`src/rtl/kbd_pkg.sv`:
```
// Shared scan-code constants and prefix-state encoding for the keyboard move decoder.
package kbd_pkg;

   localparam logic [7:0] SC_EXT = 8'hE0;
   localparam logic [7:0] SC_BRK = 8'hF0;
   localparam logic [7:0] SC_BAT = 8'hAA;
   localparam logic [7:0] SC_ACK = 8'hFA;

   localparam logic [7:0] DEF_LEFT_CODE    = 8'h1C;
   localparam logic [7:0] DEF_RIGHT_CODE   = 8'h23;
   localparam logic [7:0] DEF_FIRE_CODE    = 8'h29;
   localparam logic [7:0] DEF_ARROW_L_CODE = 8'h6B;
   localparam logic [7:0] DEF_ARROW_R_CODE = 8'h74;

   typedef enum logic [1:0] {
      PFX_IDLE,
      PFX_EXT,
      PFX_BRK,
      PFX_EXT_BRK
   } pfx_state_e;

endpackage

```
`src/rtl/kbd_prefix_fsm.sv`:
```
// PS/2 set-2 prefix tracker: folds E0/F0 prefixes into a {code, ext, brk} strobe.
module kbd_prefix_fsm
   import kbd_pkg::*;
(
   input  logic       clk_i,
   input  logic       rst_ni,
   input  logic       byte_valid_i,
   input  logic [7:0] byte_i,
   output logic       code_valid_o,
   output logic [7:0] code_o,
   output logic       ext_o,
   output logic       brk_o
);

   pfx_state_e state_q, state_d;

   // Strobe is combinational so a byte can update key state on the same edge it arrives.
   always_comb begin
      state_d      = state_q;
      code_valid_o = 1'b0;
      code_o       = byte_i;
      ext_o        = (state_q == PFX_EXT) || (state_q == PFX_EXT_BRK);
      brk_o        = (state_q == PFX_BRK) || (state_q == PFX_EXT_BRK);
      if (byte_valid_i) begin
         if (byte_i == SC_EXT) begin
            state_d = brk_o ? PFX_EXT_BRK : PFX_EXT;
         end else if (byte_i == SC_BRK) begin
            state_d = ext_o ? PFX_EXT_BRK : PFX_BRK;
         end else begin
            state_d      = PFX_IDLE;
            code_valid_o = !((state_q == PFX_IDLE) && ((byte_i == SC_BAT) || (byte_i == SC_ACK)));
         end
      end
   end

   always_ff @(posedge clk_i or negedge rst_ni) begin
      if (!rst_ni) begin
         state_q <= PFX_IDLE;
      end else begin
         state_q <= state_d;
      end
   end

endmodule

```
`src/rtl/kbd_move_decoder.sv`:
```
// Held-key tracking and frame-aligned move/fire outputs from PS/2 scan codes.
// Optional feature: define KBD_ARROW_KEYS_EN to make E0-extended arrows act as left/right.
module kbd_move_decoder
   import kbd_pkg::*;
#(
   parameter logic [7:0] LEFT_CODE    = DEF_LEFT_CODE,
   parameter logic [7:0] RIGHT_CODE   = DEF_RIGHT_CODE,
`ifdef KBD_ARROW_KEYS_EN
   parameter logic [7:0] ARROW_L_CODE = DEF_ARROW_L_CODE,
   parameter logic [7:0] ARROW_R_CODE = DEF_ARROW_R_CODE,
`endif
   parameter logic [7:0] FIRE_CODE    = DEF_FIRE_CODE
) (
   input  logic       clk,
   input  logic       resetN,
   input  logic       startOfFrame,
   input  logic       byteValid,
   input  logic [7:0] byteData,
   output logic       moveLeft,
   output logic       moveRight,
   output logic       firePulse
);

   logic       code_valid, ext, brk;
   logic [7:0] code;

   kbd_prefix_fsm u_prefix (
      .clk_i        (clk),
      .rst_ni       (resetN),
      .byte_valid_i (byteValid),
      .byte_i       (byteData),
      .code_valid_o (code_valid),
      .code_o       (code),
      .ext_o        (ext),
      .brk_o        (brk)
   );

   logic left_held_q, left_held_d, right_held_q, right_held_d;
   logic fire_held_q, fire_held_d, last_dir_q, last_dir_d;
   logic fire_pending_q, fire_pending_d;
   logic move_left_q, move_left_d, move_right_q, move_right_d;
   logic fire_pulse_q, fire_pulse_d;
   logic left_any, right_any;

`ifdef KBD_ARROW_KEYS_EN
   logic arrow_l_q, arrow_l_d, arrow_r_q, arrow_r_d;
   assign left_any  = left_held_q | arrow_l_q;
   assign right_any = right_held_q | arrow_r_q;
`else
   assign left_any  = left_held_q;
   assign right_any = right_held_q;
`endif

   always_comb begin
      left_held_d    = left_held_q;
      right_held_d   = right_held_q;
      fire_held_d    = fire_held_q;
      last_dir_d     = last_dir_q;
      fire_pending_d = fire_pending_q;
      move_left_d    = move_left_q;
      move_right_d   = move_right_q;
      fire_pulse_d   = 1'b0;
`ifdef KBD_ARROW_KEYS_EN
      arrow_l_d      = arrow_l_q;
      arrow_r_d      = arrow_r_q;
`endif
      if (startOfFrame) begin
         move_left_d    = ~(left_any & (~right_any | ~last_dir_q));
         move_right_d   = ~(right_any & (~left_any | last_dir_q));
         fire_pulse_d   = fire_pending_q;
         fire_pending_d = 1'b0;
      end
      // A fire make on the SOF edge survives the clear above and pulses next frame.
      if (code_valid && !ext) begin
         if (code == LEFT_CODE) begin
            left_held_d = ~brk;
            if (!brk) last_dir_d = 1'b0;
         end else if (code == RIGHT_CODE) begin
            right_held_d = ~brk;
            if (!brk) last_dir_d = 1'b1;
         end else if (code == FIRE_CODE) begin
            if (!brk && !fire_held_q) fire_pending_d = 1'b1;
            fire_held_d = ~brk;
         end
      end
`ifdef KBD_ARROW_KEYS_EN
      if (code_valid && ext) begin
         if (code == ARROW_L_CODE) begin
            arrow_l_d = ~brk;
            if (!brk) last_dir_d = 1'b0;
         end else if (code == ARROW_R_CODE) begin
            arrow_r_d = ~brk;
            if (!brk) last_dir_d = 1'b1;
         end
      end
`endif
   end

   always_ff @(posedge clk or negedge resetN) begin
      if (!resetN) begin
         left_held_q    <= 1'b0;
         right_held_q   <= 1'b0;
         fire_held_q    <= 1'b0;
         last_dir_q     <= 1'b0;
         fire_pending_q <= 1'b0;
         move_left_q    <= 1'b1;
         move_right_q   <= 1'b1;
         fire_pulse_q   <= 1'b0;
`ifdef KBD_ARROW_KEYS_EN
         arrow_l_q      <= 1'b0;
         arrow_r_q      <= 1'b0;
`endif
      end else begin
         left_held_q    <= left_held_d;
         right_held_q   <= right_held_d;
         fire_held_q    <= fire_held_d;
         last_dir_q     <= last_dir_d;
         fire_pending_q <= fire_pending_d;
         move_left_q    <= move_left_d;
         move_right_q   <= move_right_d;
         fire_pulse_q   <= fire_pulse_d;
`ifdef KBD_ARROW_KEYS_EN
         arrow_l_q      <= arrow_l_d;
         arrow_r_q      <= arrow_r_d;
`endif
      end
   end

   assign moveLeft  = move_left_q;
   assign moveRight = move_right_q;
   assign firePulse = fire_pulse_q;

endmodule
```
`config.mk`:
```
export PLATFORM = sky130hd
export DESIGN_NAME = kbd_move_decoder
export DESIGN_NICKNAME = d
export VERILOG_FILES = /design/src/rtl/kbd_pkg.sv /design/src/rtl/kbd_prefix_fsm.sv /design/src/rtl/kbd_move_decoder.sv
export SDC_FILE = /design/constraint.sdc
export NUM_CORES = 1
export LEC_CHECK = 0
export BUFFER_PORTS_ARGS = -buffer_cell sky130_fd_sc_hd__buf_2
export CAP_MARGIN = 20
export CORE_AREA = 2 2 39 41
export CTS_CLUSTER_DIAMETER = 50
export DETAILED_ROUTE_END_ITERATION = 10
export DIE_AREA = 0 0 41 43
export MAX_ROUTING_LAYER = met4
export PLACE_DENSITY_LB_ADDON = 0.05
export SETUP_SLACK_MARGIN = 0.4
export SLEW_MARGIN = 15
export SYNTH_ARGS = -nofsm -noshare
export SYNTH_HDL_FRONTEND = slang
export SYNTH_SLANG_ARGS = --single-unit
```
`constraint.sdc`:
```
create_clock -name clk -period 1.4 [get_ports clk]
set_input_delay 0.28 -clock clk [delete_from_list [all_inputs] [get_ports clk]]
set_output_delay 0.28 -clock clk [all_outputs]
set_load 0.05 [all_outputs]
```
==> flow_metrics.tcl <==
set metrics [dict create \
    grt_overflow_total 0 \
    port_buffers 14 \
    tightest_slew_ns 0.266 \
    fin_tns_setup_ns 0 \
    antenna_found_initial 0 \
    maxSlewViolCount 0 \
    cts.sinks 10 \
    post_drt_wl_per_cell_um 11.2 \
    power.leakage_nw 0.360 \
    peakVddDrop_mv 0.686 \
    clk_pin_slew_ns 0.06 \
    powerDensity_nw_per_um2 801 \
    cts_inserted_buffers 3 \
    cp_num_buf_inv 0 \
    ys_ff_latch 10 \
    cp.arrival_ns 1.43 \
    clockPowerShare 0.321 \
    max_stage_delay_ns 0.51 \
    grt_max_degree 11 \
    clock_skew_ns 0.00130 \
    vias 472 \
    finalPower_uw 614 \
    crit_required_ns 1.54 \
    core_um2 1380 \
    n_antenna_cell 0 \
    cts_buffer_depth 2 \
    grt_use_total 0.160 \
    via_per_inst 5.08 \
    drt-total-wl_um 1040 \
    place_congestion 0.779 \
    fin_nets 90 \
    cpMaxStageDelayCell "or4b_4" \
    drt_iter0_drc 2 \
    finalSetupViolations 0 \
    fin_crit_sh 0.916 \
    die_area_um2 1760 \
    period_minus_slack_ns 1.28 \
    drt-pass1-iter-count 3 \
    dp_hpwl_um 808 \
    start_util 0.372 \
    syn-num-nets 62 \
    rsz0062_at_grt "yes" \
    layout_setup_ws_ns 0.117 \
    finish.utilization 0.554 \
    grt_pass1_wl_um 1840 \
    clkLatencyLatePin_ns 0.26 \
    clock.fmax_mhz 779 \
    netlist_area_um2 514 \
    pwr-share-seq 0.497 \
    clockRootBuffer "clkbuf_4" \
    path_delay_family "simple AND/OR/NAND/NOR gates" \
    yosys_warnings 0 \
    antenna_left 0 \
    pwr-share-comb 0.182 \
    p_switching_uw 149 \
    area_delta_synth_final_pct 49.1 \
    htreeDepth 1 \
    worstPathCellList "nand2b_4, or4b_4, mux2i_1" \
    place_ws_ns 0.00626 \
    internal_power_uw 466 \
    worstPathMaxFanout 4 \
    grt_pass1_vias 469 \
    cts_tree "yes" \
    die_y_um 43 \
    max_cap_viol_count 0 \
    ios 15 \
    syn_avg_cell_area_um2 10.3 \
    row_count 14 \
    drc_errors 0 \
    syn_inst 50 \
    ys_seq_area_frac 0.491 \
    cp-start-kind "flop" \
    final_layout_size_suffix_gt1_frac 0.455 \
    cp-end-kind "flop" \
    crit_type "reg -> reg" \
    status "completed" \
    die_w_um 41 \
    synth.distinct_cells 25 \
    relSlewSlack 0.822 \
    hold_violations 0 \
    fill_cells 121 \
    switching_share 0.242 \
    hp-class "in -> reg" \
]
## flip-flops by register name, indices dropped and copies added, names as in the netlist
signal,count
fire_held_q,1
moveLeft,1
last_dir_q,1
u_prefix.state_q,2
left_any,1
firePulse,1
moveRight,1
right_any,1
fire_pending_q,1
## synthesized netlist by cell type (all sizes together)
library cell | count | area (µm²)
and2 | 1 | 6.26
inv | 5 | 18.8
mux2i | 3 | 30.0
nand4bb | 2 | 22.5
a2bb2oi | 1 | 8.76
o211ai | 1 | 7.51
a21oi | 2 | 10.0
or2 | 1 | 6.26
o41ai | 1 | 8.76
nor3 | 1 | 5.00
nand4 | 4 | 25.0
nand2b | 1 | 6.26
nor3b | 1 | 7.51
dfstp | 2 | 52.6
or3b | 1 | 8.76
o32ai | 1 | 8.76
or4b | 1 | 10.0
dfrtp | 8 | 200
nor2b | 2 | 12.5
a31oi | 2 | 12.5
or3 | 1 | 6.26
nand2 | 1 | 3.75
o21a | 2 | 15.0
nor2 | 5 | 21.3
## power groups by stage
stage | clock (mW) | combinational [mW] | sequential, mW
4_1_cts | 0.208 | 0.105 | 0.305
6_report | 0.197 | 0.112 | 0.305
2_1_floorplan | 0 | 0.0309 | 0.320
5_1_grt | 0.222 | 0.122 | 0.306
3_5_place_dp | 0 | 0.0949 | 0.309
3_3_place_gp | 0 | 0.0958 | 0.309
## cell families after synthesis
| logic type | Yosys count | synth area share |
|---|---|---|
| AOI/OAI and AO/OA | 10 | 0.139 |
| and+or+nand+nor | 22 | 0.275 |
| DFF | 10 | 0.491 |
| buffers and inverters | 5 | 0.0365 |
| muxes | 3 | 0.0584 |
## stage by stage
step / instance area, µm² / instances / hold WS (ns)
CTS: 746 / 92 / 0.267
global route: 767 / 93 / 0.282
floorplan: 534 / 50 / -0.0156
global placement: 669 / 86 / 0.153
detailed placement: 669 / 86 / 0.150
finish: 767 / 93 / 0.265
## layout make-up
class,instances,area [µm²],area share
multi-input cells,35,277,0.361
flip-flops and latches,10,253,0.330
clock buffers,4,26.3,0.0343
inverters,5,18.8,0.0245
repair buffers,23,173,0.225
well taps,16,20.0,0.0261
## cell usage in the layout (no fill, tap or decap), drive strengths merged
master and count:
o32ai 1, nor2 5, o21a 2, nor2b 2
buf 22, a2bb2oi 1, or3b 1, a21oi 2
a31oi 2, dfstp 2, inv 5, nor3 1
dlygate4sd3 1, o211ai 1, nand4bb 2, nand2 1
mux2i 3, or2 1, dfrtp 8, clkbuf 4
or4b 1, nand2b 1, or3 1, o41ai 1
nor3b 1, and2 1, nand4 4
## path summary, 6_finish.rpt
check / from / depth (start not counted) / slack [ns] / to
max in group asynchronous: resetN / 2 / 0.74 / moveLeft$_DFFE_PN1P_
min: startOfFrame / 2 / 0.26 / moveLeft$_DFFE_PN1P_
max: u_prefix.state_q[0]$_DFFE_PN0P_ / 3 / 0.12 / left_any$_DFFE_PN0P_
min in group asynchronous: resetN / 2 / 0.41 / fire_pending_q$_DFF_PN0_
max reg2reg: u_prefix.state_q[0]$_DFFE_PN0P_ / 3 / 0.12 / left_any$_DFFE_PN0P_
min reg2reg: left_any$_DFFE_PN0P_ / 1 / 0.42 / moveLeft$_DFFE_PN1P_
## layer usage
layer	share of wire	global-route usage
met1	0.43	0.199
met5	0	-
met4	0.0087	0.0200
met2	0.51	0.228
met3	0.051	0.0942
## what timing repair did
action | 4_1_cts | 5_1_grt
endpoints found under the setup margin | 10 | 10
endpoints found under the hold margin | 8 | 0
setup buffers | 1 | 1
cloned | 0 | 0
hold buffers | 1 | 0
pin swaps | 2 | 3
gates resized for setup | 9 | 4
Power figures use the tool's default switching activity.
